$ cat src/rtl/pw_bit_frame_tx_if.sv
// AXI-Stream channel bundles used by pw_bit_frame_tx: a data channel carrying tlast
// and a config channel without it.
interface pw_axis_data_if #(
  parameter int unsigned DW = 8
);
  logic [DW-1:0] tdata;
  logic          tlast;
  logic          tvalid;
  logic          tready;

  modport master (output tdata, tlast, tvalid, input tready);
  modport slave  (input tdata, tlast, tvalid, output tready);
endinterface

interface pw_axis_cfg_if #(
  parameter int unsigned DW = 16
);
  logic [DW-1:0] tdata;
  logic          tvalid;
  logic          tready;

  modport master (output tdata, tvalid, input tready);
  modport slave  (input tdata, tvalid, output tready);
endinterface

$ cat src/rtl/pw_bit_frame_tx.sv
// Pulse-width bit encoder: serialises AXIS words onto txd, one fixed-period symbol per bit,
// with chained words, a post-tlast gap and underrun reporting. All outputs are registered.
module pw_bit_frame_tx #(
  parameter int unsigned COUNTER_WIDTH        = 16,
  parameter int unsigned DATA_AXIS_DATA_WIDTH = 8,
  parameter int unsigned CFG_AXIS_DATA_WIDTH  = COUNTER_WIDTH,
  parameter bit          MSB_FIRST            = 1'b1,
  parameter bit          IDLE_LEVEL           = 1'b0
) (
  input  logic          aclk,
  input  logic          aresetn,
  pw_axis_data_if.slave data_s_axis,
  pw_axis_cfg_if.slave  cfg_period_s_axis,
  pw_axis_cfg_if.slave  cfg_duty_hi_s_axis,
  pw_axis_cfg_if.slave  cfg_duty_lo_s_axis,
  pw_axis_cfg_if.slave  cfg_gap_s_axis,
  output logic          txd,
  output logic          busy,
  output logic          underrun
);

  localparam int unsigned CW  = COUNTER_WIDTH;
  localparam int unsigned CW1 = COUNTER_WIDTH + 1;
  localparam int unsigned DW  = DATA_AXIS_DATA_WIDTH;
  localparam int unsigned IW  = (DW > 1) ? $clog2(DW) : 1;

  typedef enum logic [1:0] {
    ST_IDLE = 2'd0,
    ST_BIT  = 2'd1,
    ST_GAP  = 2'd2
  } state_e;

  state_e        state_q, state_d;
  logic [CW-1:0] period_q, period_d;
  logic [CW-1:0] duty_hi_q, duty_hi_d;
  logic [CW-1:0] duty_lo_q, duty_lo_d;
  logic [CW-1:0] gap_q, gap_d;
  logic [CW-1:0] cnt_q, cnt_d;
  logic [IW-1:0] idx_q, idx_d;
  logic [DW-1:0] word_q, word_d;
  logic          last_q, last_d;
  logic          txd_q, txd_d;
  logic          busy_q, busy_d;
  logic          underrun_q, underrun_d;
  logic          data_tready_q, data_tready_d;
  logic          cfg_tready_q, cfg_tready_d;

  logic          data_hs;
  logic          bit_end;
  logic          word_end;
  logic          gap_end;
  logic [IW-1:0] bit_pos_d;
  logic          cur_bit_d;
  logic [CW-1:0] duty_sel_d;

  // Only the low COUNTER_WIDTH bits of a config word are meaningful.
  function automatic logic [CW-1:0] cfg_val(input logic [CFG_AXIS_DATA_WIDTH-1:0] v);
    return v[CW-1:0];
  endfunction

  assign data_hs = data_s_axis.tvalid & data_tready_q;

  always_ff @(posedge aclk or negedge aresetn) begin
    if (!aresetn) begin
      state_q       <= ST_IDLE;
      period_q      <= '0;
      duty_hi_q     <= '0;
      duty_lo_q     <= '0;
      gap_q         <= '0;
      cnt_q         <= '0;
      idx_q         <= '0;
      word_q        <= '0;
      last_q        <= 1'b0;
      txd_q         <= IDLE_LEVEL;
      busy_q        <= 1'b0;
      underrun_q    <= 1'b0;
      data_tready_q <= 1'b0;
      cfg_tready_q  <= 1'b0;
    end else begin
      state_q       <= state_d;
      period_q      <= period_d;
      duty_hi_q     <= duty_hi_d;
      duty_lo_q     <= duty_lo_d;
      gap_q         <= gap_d;
      cnt_q         <= cnt_d;
      idx_q         <= idx_d;
      word_q        <= word_d;
      last_q        <= last_d;
      txd_q         <= txd_d;
      busy_q        <= busy_d;
      underrun_q    <= underrun_d;
      data_tready_q <= data_tready_d;
      cfg_tready_q  <= cfg_tready_d;
    end
  end

  always_comb begin
    state_d    = state_q;
    period_d   = period_q;
    duty_hi_d  = duty_hi_q;
    duty_lo_d  = duty_lo_q;
    gap_d      = gap_q;
    cnt_d      = cnt_q;
    idx_d      = idx_q;
    word_d     = word_q;
    last_d     = last_q;
    underrun_d = 1'b0;

    // The >= form keeps a zero period from running the counter through a wrap.
    bit_end  = ({1'b0, cnt_q} + CW1'(1)) >= {1'b0, period_q};
    word_end = bit_end && (idx_q == IW'(DW - 1));
    gap_end  = ({1'b0, cnt_q} + CW1'(1)) >= {1'b0, gap_q};

    if (cfg_period_s_axis.tvalid && cfg_tready_q)  period_d  = cfg_val(cfg_period_s_axis.tdata);
    if (cfg_duty_hi_s_axis.tvalid && cfg_tready_q) duty_hi_d = cfg_val(cfg_duty_hi_s_axis.tdata);
    if (cfg_duty_lo_s_axis.tvalid && cfg_tready_q) duty_lo_d = cfg_val(cfg_duty_lo_s_axis.tdata);
    if (cfg_gap_s_axis.tvalid && cfg_tready_q)     gap_d     = cfg_val(cfg_gap_s_axis.tdata);

    unique case (state_q)
      ST_IDLE: begin
        if (data_hs) begin
          state_d = ST_BIT;
          word_d  = data_s_axis.tdata;
          last_d  = data_s_axis.tlast;
          idx_d   = '0;
          cnt_d   = '0;
        end
      end
      ST_BIT: begin
        if (!bit_end) begin
          cnt_d = cnt_q + CW'(1);
        end else if (!word_end) begin
          idx_d = idx_q + IW'(1);
          cnt_d = '0;
        end else if (last_q) begin
          cnt_d   = '0;
          state_d = (gap_q != '0) ? ST_GAP : ST_IDLE;
        end else if (data_hs) begin
          word_d = data_s_axis.tdata;
          last_d = data_s_axis.tlast;
          idx_d  = '0;
          cnt_d  = '0;
        end else begin
          underrun_d = 1'b1;
          cnt_d      = '0;
          state_d    = ST_IDLE;
        end
      end
      ST_GAP: begin
        if (gap_end) begin
          cnt_d   = '0;
          state_d = ST_IDLE;
        end else begin
          cnt_d = cnt_q + CW'(1);
        end
      end
      default: state_d = ST_IDLE;
    endcase

    // Registered outputs describe the cycle that follows this edge.
    bit_pos_d     = MSB_FIRST ? (IW'(DW - 1) - idx_d) : idx_d;
    cur_bit_d     = word_d[bit_pos_d];
    duty_sel_d    = cur_bit_d ? duty_hi_d : duty_lo_d;
    txd_d         = ((state_d == ST_BIT) && (cnt_d < duty_sel_d)) ? ~IDLE_LEVEL : IDLE_LEVEL;
    busy_d        = (state_d != ST_IDLE);
    cfg_tready_d  = (state_d == ST_IDLE);
    data_tready_d = ((state_d == ST_IDLE) && (period_d != '0)) ||
                    ((state_d == ST_BIT) && !last_d && (idx_d == IW'(DW - 1)) &&
                     (({1'b0, cnt_d} + CW1'(1)) >= {1'b0, period_d}));
  end

  assign txd                       = txd_q;
  assign busy                      = busy_q;
  assign underrun                  = underrun_q;
  assign data_s_axis.tready        = data_tready_q;
  assign cfg_period_s_axis.tready  = cfg_tready_q;
  assign cfg_duty_hi_s_axis.tready = cfg_tready_q;
  assign cfg_duty_lo_s_axis.tready = cfg_tready_q;
  assign cfg_gap_s_axis.tready     = cfg_tready_q;

endmodule

$ cat src/flat_wrapper.sv
// flat-port wrapper written by rule: the top's interface ports become plain ports
module pw_bit_frame_tx_flat 
#(
  parameter int unsigned COUNTER_WIDTH        = 16,
  parameter int unsigned DATA_AXIS_DATA_WIDTH = 8,
  parameter int unsigned CFG_AXIS_DATA_WIDTH  = COUNTER_WIDTH,
  parameter bit          MSB_FIRST            = 1'b1,
  parameter bit          IDLE_LEVEL           = 1'b0
)
  (aclk, aresetn, txd, busy, underrun, data_s_axis_tdata, data_s_axis_tlast, data_s_axis_tvalid, data_s_axis_tready, cfg_period_s_axis_tdata, cfg_period_s_axis_tvalid, cfg_period_s_axis_tready, cfg_duty_hi_s_axis_tdata, cfg_duty_hi_s_axis_tvalid, cfg_duty_hi_s_axis_tready, cfg_duty_lo_s_axis_tdata, cfg_duty_lo_s_axis_tvalid, cfg_duty_lo_s_axis_tready, cfg_gap_s_axis_tdata, cfg_gap_s_axis_tvalid, cfg_gap_s_axis_tready);
  pw_axis_data_if data_s_axis_i ();
  pw_axis_cfg_if cfg_period_s_axis_i ();
  pw_axis_cfg_if cfg_duty_hi_s_axis_i ();
  pw_axis_cfg_if cfg_duty_lo_s_axis_i ();
  pw_axis_cfg_if cfg_gap_s_axis_i ();
  input  logic aclk;
  input  logic aresetn;
  output logic txd;
  output logic busy;
  output logic underrun;
  input wire logic [$bits(data_s_axis_i.tdata)-1:0] data_s_axis_tdata;
  input wire logic [$bits(data_s_axis_i.tlast)-1:0] data_s_axis_tlast;
  input wire logic [$bits(data_s_axis_i.tvalid)-1:0] data_s_axis_tvalid;
  output wire logic [$bits(data_s_axis_i.tready)-1:0] data_s_axis_tready;
  input wire logic [$bits(cfg_period_s_axis_i.tdata)-1:0] cfg_period_s_axis_tdata;
  input wire logic [$bits(cfg_period_s_axis_i.tvalid)-1:0] cfg_period_s_axis_tvalid;
  output wire logic [$bits(cfg_period_s_axis_i.tready)-1:0] cfg_period_s_axis_tready;
  input wire logic [$bits(cfg_duty_hi_s_axis_i.tdata)-1:0] cfg_duty_hi_s_axis_tdata;
  input wire logic [$bits(cfg_duty_hi_s_axis_i.tvalid)-1:0] cfg_duty_hi_s_axis_tvalid;
  output wire logic [$bits(cfg_duty_hi_s_axis_i.tready)-1:0] cfg_duty_hi_s_axis_tready;
  input wire logic [$bits(cfg_duty_lo_s_axis_i.tdata)-1:0] cfg_duty_lo_s_axis_tdata;
  input wire logic [$bits(cfg_duty_lo_s_axis_i.tvalid)-1:0] cfg_duty_lo_s_axis_tvalid;
  output wire logic [$bits(cfg_duty_lo_s_axis_i.tready)-1:0] cfg_duty_lo_s_axis_tready;
  input wire logic [$bits(cfg_gap_s_axis_i.tdata)-1:0] cfg_gap_s_axis_tdata;
  input wire logic [$bits(cfg_gap_s_axis_i.tvalid)-1:0] cfg_gap_s_axis_tvalid;
  output wire logic [$bits(cfg_gap_s_axis_i.tready)-1:0] cfg_gap_s_axis_tready;
  assign data_s_axis_i.tdata = data_s_axis_tdata;
  assign data_s_axis_i.tlast = data_s_axis_tlast;
  assign data_s_axis_i.tvalid = data_s_axis_tvalid;
  assign data_s_axis_tready = data_s_axis_i.tready;
  assign cfg_period_s_axis_i.tdata = cfg_period_s_axis_tdata;
  assign cfg_period_s_axis_i.tvalid = cfg_period_s_axis_tvalid;
  assign cfg_period_s_axis_tready = cfg_period_s_axis_i.tready;
  assign cfg_duty_hi_s_axis_i.tdata = cfg_duty_hi_s_axis_tdata;
  assign cfg_duty_hi_s_axis_i.tvalid = cfg_duty_hi_s_axis_tvalid;
  assign cfg_duty_hi_s_axis_tready = cfg_duty_hi_s_axis_i.tready;
  assign cfg_duty_lo_s_axis_i.tdata = cfg_duty_lo_s_axis_tdata;
  assign cfg_duty_lo_s_axis_i.tvalid = cfg_duty_lo_s_axis_tvalid;
  assign cfg_duty_lo_s_axis_tready = cfg_duty_lo_s_axis_i.tready;
  assign cfg_gap_s_axis_i.tdata = cfg_gap_s_axis_tdata;
  assign cfg_gap_s_axis_i.tvalid = cfg_gap_s_axis_tvalid;
  assign cfg_gap_s_axis_tready = cfg_gap_s_axis_i.tready;
  pw_bit_frame_tx #(.COUNTER_WIDTH(COUNTER_WIDTH), .DATA_AXIS_DATA_WIDTH(DATA_AXIS_DATA_WIDTH), .CFG_AXIS_DATA_WIDTH(CFG_AXIS_DATA_WIDTH), .MSB_FIRST(MSB_FIRST), .IDLE_LEVEL(IDLE_LEVEL)) u_core (.aclk(aclk), .aresetn(aresetn), .data_s_axis(data_s_axis_i), .cfg_period_s_axis(cfg_period_s_axis_i), .cfg_duty_hi_s_axis(cfg_duty_hi_s_axis_i), .cfg_duty_lo_s_axis(cfg_duty_lo_s_axis_i), .cfg_gap_s_axis(cfg_gap_s_axis_i), .txd(txd), .busy(busy), .underrun(underrun));
endmodule
$ cat config.mk
export PLATFORM = sky130hd
export DESIGN_NAME = pw_bit_frame_tx_flat
export DESIGN_NICKNAME = d
export VERILOG_FILES = /design/src/rtl/pw_bit_frame_tx_if.sv /design/src/rtl/pw_bit_frame_tx.sv /design/src/flat_wrapper.sv
export SDC_FILE = /design/constraint.sdc
export NUM_CORES = 1
export LEC_CHECK = 0
export ABC_AREA = 1
export CAP_MARGIN = 0
export CORE_AREA = 5 5 123 125
export DETAILED_ROUTE_END_ITERATION = 7
export DIE_AREA = 0 0 128 130
export PLACE_DENSITY = 0.78
export SLEW_MARGIN = 20
export SYNTH_ARGS = -nofsm -noshare
export SYNTH_HDL_FRONTEND = slang
export SYNTH_SLANG_ARGS = --single-unit
$ cat constraint.sdc
create_clock -name aclk -period 5.9 [get_ports aclk]
set_clock_uncertainty 0.15 [all_clocks]
set_input_delay 0.59 -clock aclk [delete_from_list [all_inputs] [get_ports aclk]]
set_output_delay 0.59 -clock aclk [all_outputs]
set_load 0.03 [all_outputs]
Word level (Yosys, flattened, before mapping)
Index checks and enable logic that the tools add are counted.
{"block": "word_totals", "input_bits": 80, "ramBits": 0, "output_inout_bits": 8, "n_memories": 0, "latch_bits": 0, "elab_cells": 87, "reg_bits": 99, "mem_bits_ro": 0}
{"block": "classes", "eq_ne": 5, "shift": 0, "div": 0, "mux": 40, "bitwise_logic": 1, "n_addsub": 5, "n_mul": 0, "magnitude_cmp": 5, "n_reduce_logical": 17}
{"cell": "16-bit 2-to-1 mux", "count": 7}
{"cell": "17-bit by 16-bit >= comparator with 1-bit output", "count": 3}
{"cell": "16-bit one-hot mux with 3 select lines", "count": 1}
{"cell": "16-bit by 1-bit adder with 17-bit output, second input constant", "count": 2}
{"cell": "8-bit 2-to-1 mux", "count": 4}
{"cell": "16-bit nonzero test", "count": 2}
{"cell": "16-bit by 1-bit adder with 16-bit output, second input constant", "count": 1}
{"cell": "16-bit < comparator", "count": 1}
{"cell": "8-bit one-hot mux with 2 select lines", "count": 1}
{"cell": "2-bit 2-to-1 mux", "count": 7}
{"cell": "1-bit 2-to-1 mux", "count": 12}
{"cell": "3-bit 2-to-1 mux", "count": 4}
{"cell": "1-bit logical AND", "count": 10}
{"cell": "3-bit == test, second input constant", "count": 2}
{"cell": "2-bit one-hot mux with 3 select lines", "count": 1}
{"cell": "3-bit one-hot mux with 2 select lines", "count": 1}
{"cell": "2-bit by 1-bit == test with 1-bit output, second input constant", "count": 2}
{"cell": "2-bit logical NOT", "count": 2}
{"cell": "3-bit by 4-bit < comparator with 1-bit output, second input constant", "count": 1}
{"cell": "3-bit by 1-bit adder with 3-bit output, second input constant", "count": 1}
{"cell": "1-bit binary-select mux with 3-bit select", "count": 1}
{"cell": "3-bit subtractor, first input constant", "count": 1}
{"cell": "2-bit == test, second input constant", "count": 1}
{"cell": "1-bit one-hot mux with 2 select lines", "count": 1}
{"cell": "4 further kinds", "count": 4}

Longest topological paths before layout
Gate-level depths: netlist of run 1.
{"block": "depth", "depth_word": 13, "mapped_depth": 42, "ltp_nobuf": 41}

Worst setup path before layout of run 1
Ideal clock, no wire load.
{"block": "synth_timing", "kind": "register to register", "from": "register u_core.cnt_q[2]", "to": "register u_core.data_tready_q, in the netlist u_core.data_s_axis.tready", "path_stages_with_launch": 39, "required_time_ps": 5616, "setup_ps": 134, "synth_period_minus_slack_ps": 5529, "slack_ps": 371, "n_path_buf": 1, "t_arrival_ps": 5245, "path_cell_list": "dfrtp_1 > inv_2 > nor3_2 > and3_1 > nand3_2 > nor2_2 > nand4_1 > or3_1 > xor2_1 > inv_1 > ha_1 > nand2_1 > o41ai_1 > nor2_1 > nand2_1 > nand2_4 > buf_6 > a21oi_1 > (+3 left out) > xor2_1 > inv_1 > ha_1 > a21oi_1 > o21ai_0 > a21oi_1 > o21bai_1 > a21oi_1 > o21bai_1 > a21oi_1 > nor2_1 > o21ai_0 > nand2_1 > nand3_1 > nand2_1 > a21oi_1 > a21boi_1 > o21ai_1"}
{"block": "synth_between", "elab_cells_between_ends": 30, "classes_between": "add/sub: 3; order compare: 3; eq/ne: 2; mux: 14; reduce/logical: 8"}
{"item": "from (decl)", "line_no": "pw_bit_frame_tx.sv:38", "text": "logic [CW-1:0] cnt_q, cnt_d;"}
{"item": "from (signal assigned)", "line_no": "pw_bit_frame_tx.sv:85", "text": "cnt_q <= cnt_d;"}
{"item": "16-bit by 1-bit adder with 17-bit output *", "line_no": "pw_bit_frame_tx.sv:110, pw_bit_frame_tx.sv:112"}
{"item": "17-bit by 16-bit >= comparator with 1-bit output, on equally long branches", "line_no": "pw_bit_frame_tx.sv:112, pw_bit_frame_tx.sv:110"}
{"item": "16-bit 2-to-1 mux, on equally long branches", "line_no": "pw_bit_frame_tx.sv:150, pw_bit_frame_tx.sv:130"}
{"item": "16-bit one-hot mux with 3 select lines *", "line_no": "pw_bit_frame_tx.sv:119", "text": "unique case (state_q)"}
{"item": "net u_core.cnt_d[0]", "line_no": "pw_bit_frame_tx.sv:38"}
{"item": "16-bit by 1-bit adder with 17-bit output *", "line_no": "pw_bit_frame_tx.sv:169", "text": "(({1'b0, cnt_d} + CW1'(1)) >= {1'b0, period_d}));"}
{"item": "17-bit by 16-bit >= comparator with 1-bit output *", "line_no": "pw_bit_frame_tx.sv:169"}
{"item": "1-bit logical AND *", "line_no": "pw_bit_frame_tx.sv:168", "text": "((state_d == ST_BIT) && !last_d && (idx_d == IW'(DW - 1)) &&"}
{"item": "1-bit logical OR *", "line_no": "pw_bit_frame_tx.sv:167", "text": "data_tready_d = ((state_d == ST_IDLE) && (period_d != '0)) ||"}
{"item": "net u_core.data_tready_d", "line_no": "pw_bit_frame_tx.sv:45", "text": "logic data_tready_q, data_tready_d;"}
{"item": "to (signal assigned)", "line_no": "pw_bit_frame_tx.sv:92", "text": "data_tready_q <= data_tready_d;"}
{"item": "to (decl)", "line_no": "pw_bit_frame_tx.sv:45"}
Mark *: on every way through the listed nets, which the timed path passes. The rest lies on a longest branch.
A chain may end at the register's enable or synchronous reset.

Final worst setup path of run 1
{"block": "layout_timing", "from": "register u_core.cnt_q[0]", "to": "register u_core.data_tready_q, in the netlist u_core.data_s_axis.tready"}
{"block": "layout_between", "elab_cells_between_ends": 30, "classes_between": "add/sub: 3; order compare: 3; eq/ne: 2; mux: 14; reduce/logical: 8"}
{"item": "16-bit by 1-bit adder with 17-bit output", "line_no": "pw_bit_frame_tx.sv:110, pw_bit_frame_tx.sv:112"}
{"item": "17-bit by 16-bit >= comparator with 1-bit output, on equally long branches", "line_no": "pw_bit_frame_tx.sv:112, pw_bit_frame_tx.sv:110"}
{"item": "16-bit 2-to-1 mux, on equally long branches", "line_no": "pw_bit_frame_tx.sv:150, pw_bit_frame_tx.sv:130"}
{"item": "16-bit one-hot mux with 3 select lines *", "line_no": "pw_bit_frame_tx.sv:119"}
{"item": "net u_core.cnt_d[0]", "line_no": "pw_bit_frame_tx.sv:38"}
{"item": "16-bit by 1-bit adder with 17-bit output *", "line_no": "pw_bit_frame_tx.sv:169"}
{"item": "17-bit by 16-bit >= comparator with 1-bit output *", "line_no": "pw_bit_frame_tx.sv:169"}
{"item": "1-bit logical AND *", "line_no": "pw_bit_frame_tx.sv:168"}
{"item": "1-bit logical OR *", "line_no": "pw_bit_frame_tx.sv:167"}
{"item": "net u_core.data_tready_d", "line_no": "pw_bit_frame_tx.sv:45"}
Marked as above.

==> results of run 1 <==
[power by group through the flow]
stage          combinational [mW]  sequential (mW)  clock [mW]
6_report                     1.80             1.07       0.637
3_3_place_gp                 1.62             1.07           0
2_1_floorplan                1.26             1.04           0
5_1_grt                      2.07             1.09       0.673
4_1_cts                      1.68             1.07       0.649
3_5_place_dp                 1.67             1.08           0
[sequential cells by signal (all words and copies together) (netlist names), 2 cells and up]
signal,flops
u_core.duty_hi_q,16
u_core.gap_q,16
u_core.duty_lo_q,16
u_core.word_q,8
u_core.state_q,2
u_core.cnt_q,16
u_core.idx_q,3
u_core.period_q,16
[cell usage after synthesis (2+ instances only)]
library cell	n	area, um^2
a211oi_1	3	22.52
a21oi_1	44	220.2
a22oi_1	7	52.55
a31o_2	2	17.52
buf_1	2	7.510
buf_2	2	10.01
buf_4	3	22.52
buf_6	2	22.52
clkbuf_1	15	56.30
dfrtp_1	99	2477
ha_1	67	838.3
inv_1	149	559.3
inv_2	7	26.28
mux2_2	16	180.2
nand2_1	189	709.4
nand2_2	12	75.07
nand2_4	3	33.78
nand3_1	34	170.2
nand3_2	6	60.06
nand3_4	2	35.03
nand3b_1	3	22.52
nand4_1	10	62.56
nor2_1	46	172.7
nor2_2	7	43.79
nor2_4	3	33.78
nor3_1	6	30.03
nor3_2	2	20.02
nor4_1	7	43.79
o21ai_0	73	365.4
o21ai_1	4	20.02
o21ai_2	6	52.55
o21ai_4	2	32.53
o21bai_1	3	22.52
o22ai_1	3	18.77
o41ai_1	2	17.52
xnor2_1	4	35.03
xor2_1	23	201.4
[metrics by stage]
step	TNS [ps]	util, %	instances
2_1_floorplan	0	-	881
3_3_place_gp	0	57.79	1133
3_5_place_dp	0	57.79	1133
4_1_cts	0	60.17	1149
5_1_grt	-108.9	62.22	1162
6_report	0	62.22	1162
[layer usage]
metal  global-route usage (%)  wire (um)  part of all wire (%)
met1                    26.93       7543                    44
met2                    33.92       8228                    48
met3                    3.807        840                   4.9
met4                    8.115        559                   3.3
met5                        0          0                     0
[logic make-up after synthesis]
| logic type | Yosys count | share of synthesized area [%] |
|---|---|---|
| simple gates | 335 | 22.61 |
| buf+inv | 181 | 10.26 |
| compound gates | 156 | 13.19 |
| flops | 99 | 35.81 |
| fa+ha+maj | 67 | 12.12 |
| xor+xnor | 27 | 3.418 |
| mux | 16 | 2.604 |
[final cells by class]
| type | count | area, um^2 |
|---|---|---|
| clock buffer | 10 | 229.0 |
| clock inverter | 5 | 87.58 |
| fill | 1207 | 5204 |
| inverter | 157 | 590.6 |
| multi-input combinational | 602 | 3919 |
| sequential | 99 | 2479 |
| tap | 180 | 225.2 |
| timing repair buffer | 109 | 1040 |
[final timing paths]
kind                                       from                         to  slack [ps]  depth (start not counted)
min in group asynchronous               aresetn        u_core.duty_lo_q[4]         500                          2
max in group asynchronous               aresetn            u_core.cnt_q[0]        4070                          3
setup reg to reg                u_core.cnt_q[0]  u_core.data_s_axis.tready         300                         37
hold / removal             u_core.duty_hi_q[11]       u_core.duty_hi_q[11]         350                          1
hold reg to reg            u_core.duty_hi_q[11]       u_core.duty_hi_q[11]         350                          1
setup / recovery                u_core.cnt_q[0]  u_core.data_s_axis.tready         300                         37
[worst max-delay path, delay by kind of cell (launching register included)]
family | cells | cell delay, ps
and+or+nand+nor | 14 | 1840
AOI/OAI and AO/OA | 13 | 1770
adders and majority gates | 3 | 690
DFF | 1 | 380
buffers and inverters | 5 | 360
xor gates and xnor gates | 2 | 290
[timing repair]
action | in CTS | in global routing
endpoints found under the hold margin | 21 | 0
hold buffers | 1 | 0
setup endpoints to repair | 0 | 2
buffers inserted | 0 | 12
gates resized for setup | 0 | 40
==> impl_metrics.json, run 1 <==
{
  "critPathKind": "register to register",
  "yosysWarnings": 0,
  "tightest_slew_ps": 873.1,
  "p_switching_mw": 1.497,
  "h-tree-depth": 3,
  "drc": 0,
  "postPlaceCellArea_mm2": 0.007960,
  "clkTransAtPathRegs_ps": 70,
  "fp.dieW_um": 128,
  "powerDensity_mw_per_mm2": 408.7,
  "critPathRequiredTime_ps": 5970,
  "arrival_ps": 5670,
  "power.total_mw": 3.502,
  "start_util_pct": 50.23,
  "avgRoutedWirePerCell_um": 14.78,
  "antenna_found_initial": 0,
  "mostFrequentLayoutCell": "nand2_1",
  "diodes": 0,
  "peakVddDrop_v": 0.0001957,
  "core_mm2": 0.01377,
  "syn-num-nets": 1028,
  "cts-buffers-inserted": 9,
  "ys_types": 50,
  "synthArstFlopShare_pct": 100.0,
  "final_cell_mix": "186 x nand2_1, 145 x inv_1, 98 x dfrtp_1",
  "hpwl_um": 12920,
  "hold_violations": 0,
  "place_ws_ps": 34.67,
  "vias": 5977,
  "relSlewSlack_pct": 41.65,
  "ant_nets": 0,
  "finalHoldWorstSlack_ps": 346.0,
  "drv_slew": 0,
  "yosysSeqAreaShare_pct": 35.81,
  "tritoncts": "done",
  "grt_pass1_wl_um": 27220,
  "synth_cells": 881,
  "startpoint_type": "register",
  "synth.avg_cell_area_um2": 7.852,
  "grt_start_max_net_pins": 79,
  "fin_nets": 1125,
  "cpMaxStageDelayCell": "dfrtp_2",
  "cap_violations": 0,
  "p_sw_share_pct": 42.74,
  "cts_buffer_depth": 2,
  "wirelength_um": 17170,
  "min_period_ps": 5600,
  "power_frac_seq_pct": 30.5,
  "p_leak_nw": 4.309,
  "p_comb_share_pct": 51.3,
  "grt.overflow.total": 0,
  "drtIter0Drc": 464,
  "cts.sinks": 99,
  "fmax_mhz": 178.6,
  "vias_per_cell": 5.144,
  "synth_ff_type": "dfrtp_1",
  "firstDrtPassIters": 5,
  "clkPwrFrac_pct": 18.2,
  "place.port_buffers": 87,
  "outcome": "finished clean",
  "finalWorstSetupSlack_ps": 299.6,
  "finalCritPeriodShare_pct": 94.92,
  "syn2layout_area_growth_pct": 23.87,
  "rows": 43,
  "slowest_delay_ps": 380,
  "ios": 88,
  "synth_area_mm2": 0.006918,
  "grtUsageTotal_pct": 20.57,
  "root_buffer": "clkbuf_16",
  "internal-power_mw": 2.005,
  "synth_edf_count": 0,
  "drive_gt1_share_pct": 13.95,
  "hp-class": "register to register",
  "die_h_um": 130,
  "fp.dieArea_mm2": 0.01664,
  "gp_congestion": 0.9424,
  "clk_latency_ps": 350,
  "grt_pass1_vias": 5728,
  "synth_seq_cells": 99,
  "final_cell_area_mm2": 0.008569,
  "setup_viol": 0,
  "cp_max_fo": 4,
  "worstSetupEndpointType": "register"
}
Power figures use the tool's default switching activity.
==> inputs of run 2 (changes only) <==
--- a/config.mk
+++ b/config.mk
@@ -7,9 +7,9 @@
 export LEC_CHECK = 0
 export ABC_AREA = 1
 export CAP_MARGIN = 0
-export CORE_AREA = 5 5 123 125
+export CORE_AREA = 5 5 171 91
 export DETAILED_ROUTE_END_ITERATION = 7
-export DIE_AREA = 0 0 128 130
+export DIE_AREA = 0 0 176 96
 export PLACE_DENSITY = 0.78
 export SLEW_MARGIN = 20
 export SYNTH_ARGS = -nofsm -noshare
==> impl_metrics.json, run 2 (synthesis gave the netlist of run 1 again) <==
{
  "syn2layout_area_growth_pct": 23.89,
  "p_comb_share_pct": 51.1,
  "use_met1_pct": 33.60,
  "clkPwrFrac_pct": 19.1,
  "top_usage_layer": "met1",
  "rsz0062_at_grt": "yes",
  "firstDrtPassIters": 5,
  "ios": 88,
  "outcome": "finished clean",
  "rows": 31,
  "power.total_mw": 3.598,
  "final_core_utilization_pct": 61.38,
  "fp.dieArea_mm2": 0.01690,
  "drc": 0,
  "cpMaxStageDelayCell": "or3_4",
  "p_leak_nw": 4.341,
  "cts.sinks": 99,
  "grt_pass1_vias": 5887,
  "hpwl_um": 14130,
  "fp.dieW_um": 176,
  "holdBufCountCts": 0,
  "cp_max_fo": 4,
  "final_cell_mix": "188 x nand2_1, 145 x inv_1, 98 x dfrtp_1",
  "place.port_buffers": 87,
  "tightest_slew_ps": 922.6,
  "relSlewSlack_pct": 38.34,
  "finalNonFillerCells": 1166,
  "cap_violations": 0,
  "cts_buffer_depth": 2,
  "mostFrequentLayoutCell": "nand2_1",
  "min_period_ps": 5723,
  "core_mm2": 0.01396,
  "finalHoldWorstSlack_ps": 97.50,
  "critPathKind": "register to register",
  "vias_per_cell": 5.226,
  "r2r_start": "u_core.cnt_q[1]",
  "grt_start_max_net_pins": 54,
  "grtUsageTotal_pct": 22.08,
  "critPathRequiredTime_ps": 5970,
  "root_buffer": "clkbuf_16",
  "slowest_delay_ps": 460,
  "grt_use_met2_pct": 32.64,
  "antenna_found_initial": 0,
  "use_met3_pct": 4.906,
  "p_sw_share_pct": 42.95,
  "drtIter0Drc": 530,
  "fin_nets": 1127,
  "p_switching_mw": 1.545,
  "fmax_mhz": 174.7,
  "reg2reg_slack_ps": 180,
  "hold_violations": 0,
  "hp-class": "input port to async pin",
  "arrival_ps": 5800,
  "drv_slew": 0,
  "setup_tns_ps": 0,
  "grt.overflow.total": 0,
  "powerDensity_mw_per_mm2": 419.8,
  "fillers": 1214,
  "peakVddDrop_v": 0.0002650,
  "diodes": 0,
  "gp_congestion": 0.9629,
  "setup_viol": 0,
  "finalCritPeriodShare_pct": 97.01,
  "grt_pass1_wl_um": 29730,
  "avgRoutedWirePerCell_um": 15.72,
  "internal-power_mw": 2.053,
  "die_h_um": 96,
  "cts-buffers-inserted": 9,
  "crit_start": "u_core.cnt_q[1]",
  "clkTransAtPathRegs_ps": 70,
  "dpl.cell_count": 1141,
  "startpoint_type": "register",
  "wirelength_um": 18330,
  "drive_gt1_share_pct": 13.91,
  "h-tree-depth": 3,
  "worstSetupEndpointType": "register",
  "vias": 6094,
  "power_frac_seq_pct": 29.7,
  "tritoncts": "done",
  "start_util_pct": 49.54,
  "ant_nets": 0,
  "clk_latency_ps": 350
}
-- run 2: changes by cell type in the layout (fill, tap and decap cells not counted), sizes merged --
cell,previous run,this run
buf,22,26
nand2,205,204
clkinvlp,1,0
bufinv,2,3
dlygate4sd3,1,0
clkinv,2,3
-- run 2: power groups by stage --
stage                     clock network [mW]  registers, mW  logic, mW
after floorplan                            0           1.04       1.26
after global placement                     0           1.07       1.67
after detailed placement                   0           1.08       1.72
after CTS                              0.699           1.07       1.75
after global routing                   0.729           1.10       2.10
final                                  0.688           1.07       1.84
-- run 2: routing by layer --
metal / part of all wire [%] / vias up
li1: - / 3036
met1: 51 / 2860
met2: 41 / 185
met3: 7.0 / 13
met4: 0.64 / 0
met5: 0 / -
-- run 2: timing repair --
| item | 4_1_cts | 5_1_grt |
|---|---|---|
| pin swaps | 1 | 13 |
| resized for setup | 4 | 28 |
| setup endpoints to repair | 1 | 2 |
| setup buffers | 2 | 7 |
-- run 2: stage by stage --
step | worst slack, ps | instance area, um^2
after floorplan | 371.0 | 6918
after global placement | 147.8 | 8014
after detailed placement | -241.3 | 8014
after CTS | 21.03 | 8391
after global routing | -190.8 | 8571
final | 176.6 | 8571
-- run 2: worst max-delay path: cells and delay by family (launching register included) --
| kind | cells | cell delay [ps] |
|---|---|---|
| AOI/OAI and AO/OA | 13 | 1740 |
| xor gates and xnor gates | 2 | 310 |
| adders and majority gates | 3 | 720 |
| buffers and inverters | 5 | 380 |
| DFF | 1 | 370 |
| and+or+nand+nor | 14 | 1900 |
-- run 2: layout make-up --
type                       instances  area [um^2]  share of cell area, %
sequential                        99         2479                  28.92
clock buffer                      10        229.0                  2.672
tap                              181        226.5                  2.642
inverter                         157        590.6                  6.891
clock inverter                     6        112.6                  1.314
timing repair buffer             112         1056                  12.32
multi-input combinational        601         3877                  45.24
-- run 2: worst paths after layout --
| check | endpoint | cells past startpoint |
|---|---|---|
| worst max-delay path | u_core.data_s_axis.tready | 37 |
| worst min-delay path | u_core.gap_q[8] | 1 |
| worst max register to register | u_core.data_s_axis.tready | 37 |
| worst min register to register | u_core.duty_hi_q[5] | 1 |
| max in group asynchronous | u_core.cnt_q[0] | 2 |
| min in group aclk | u_core.duty_hi_q[5] | 1 |
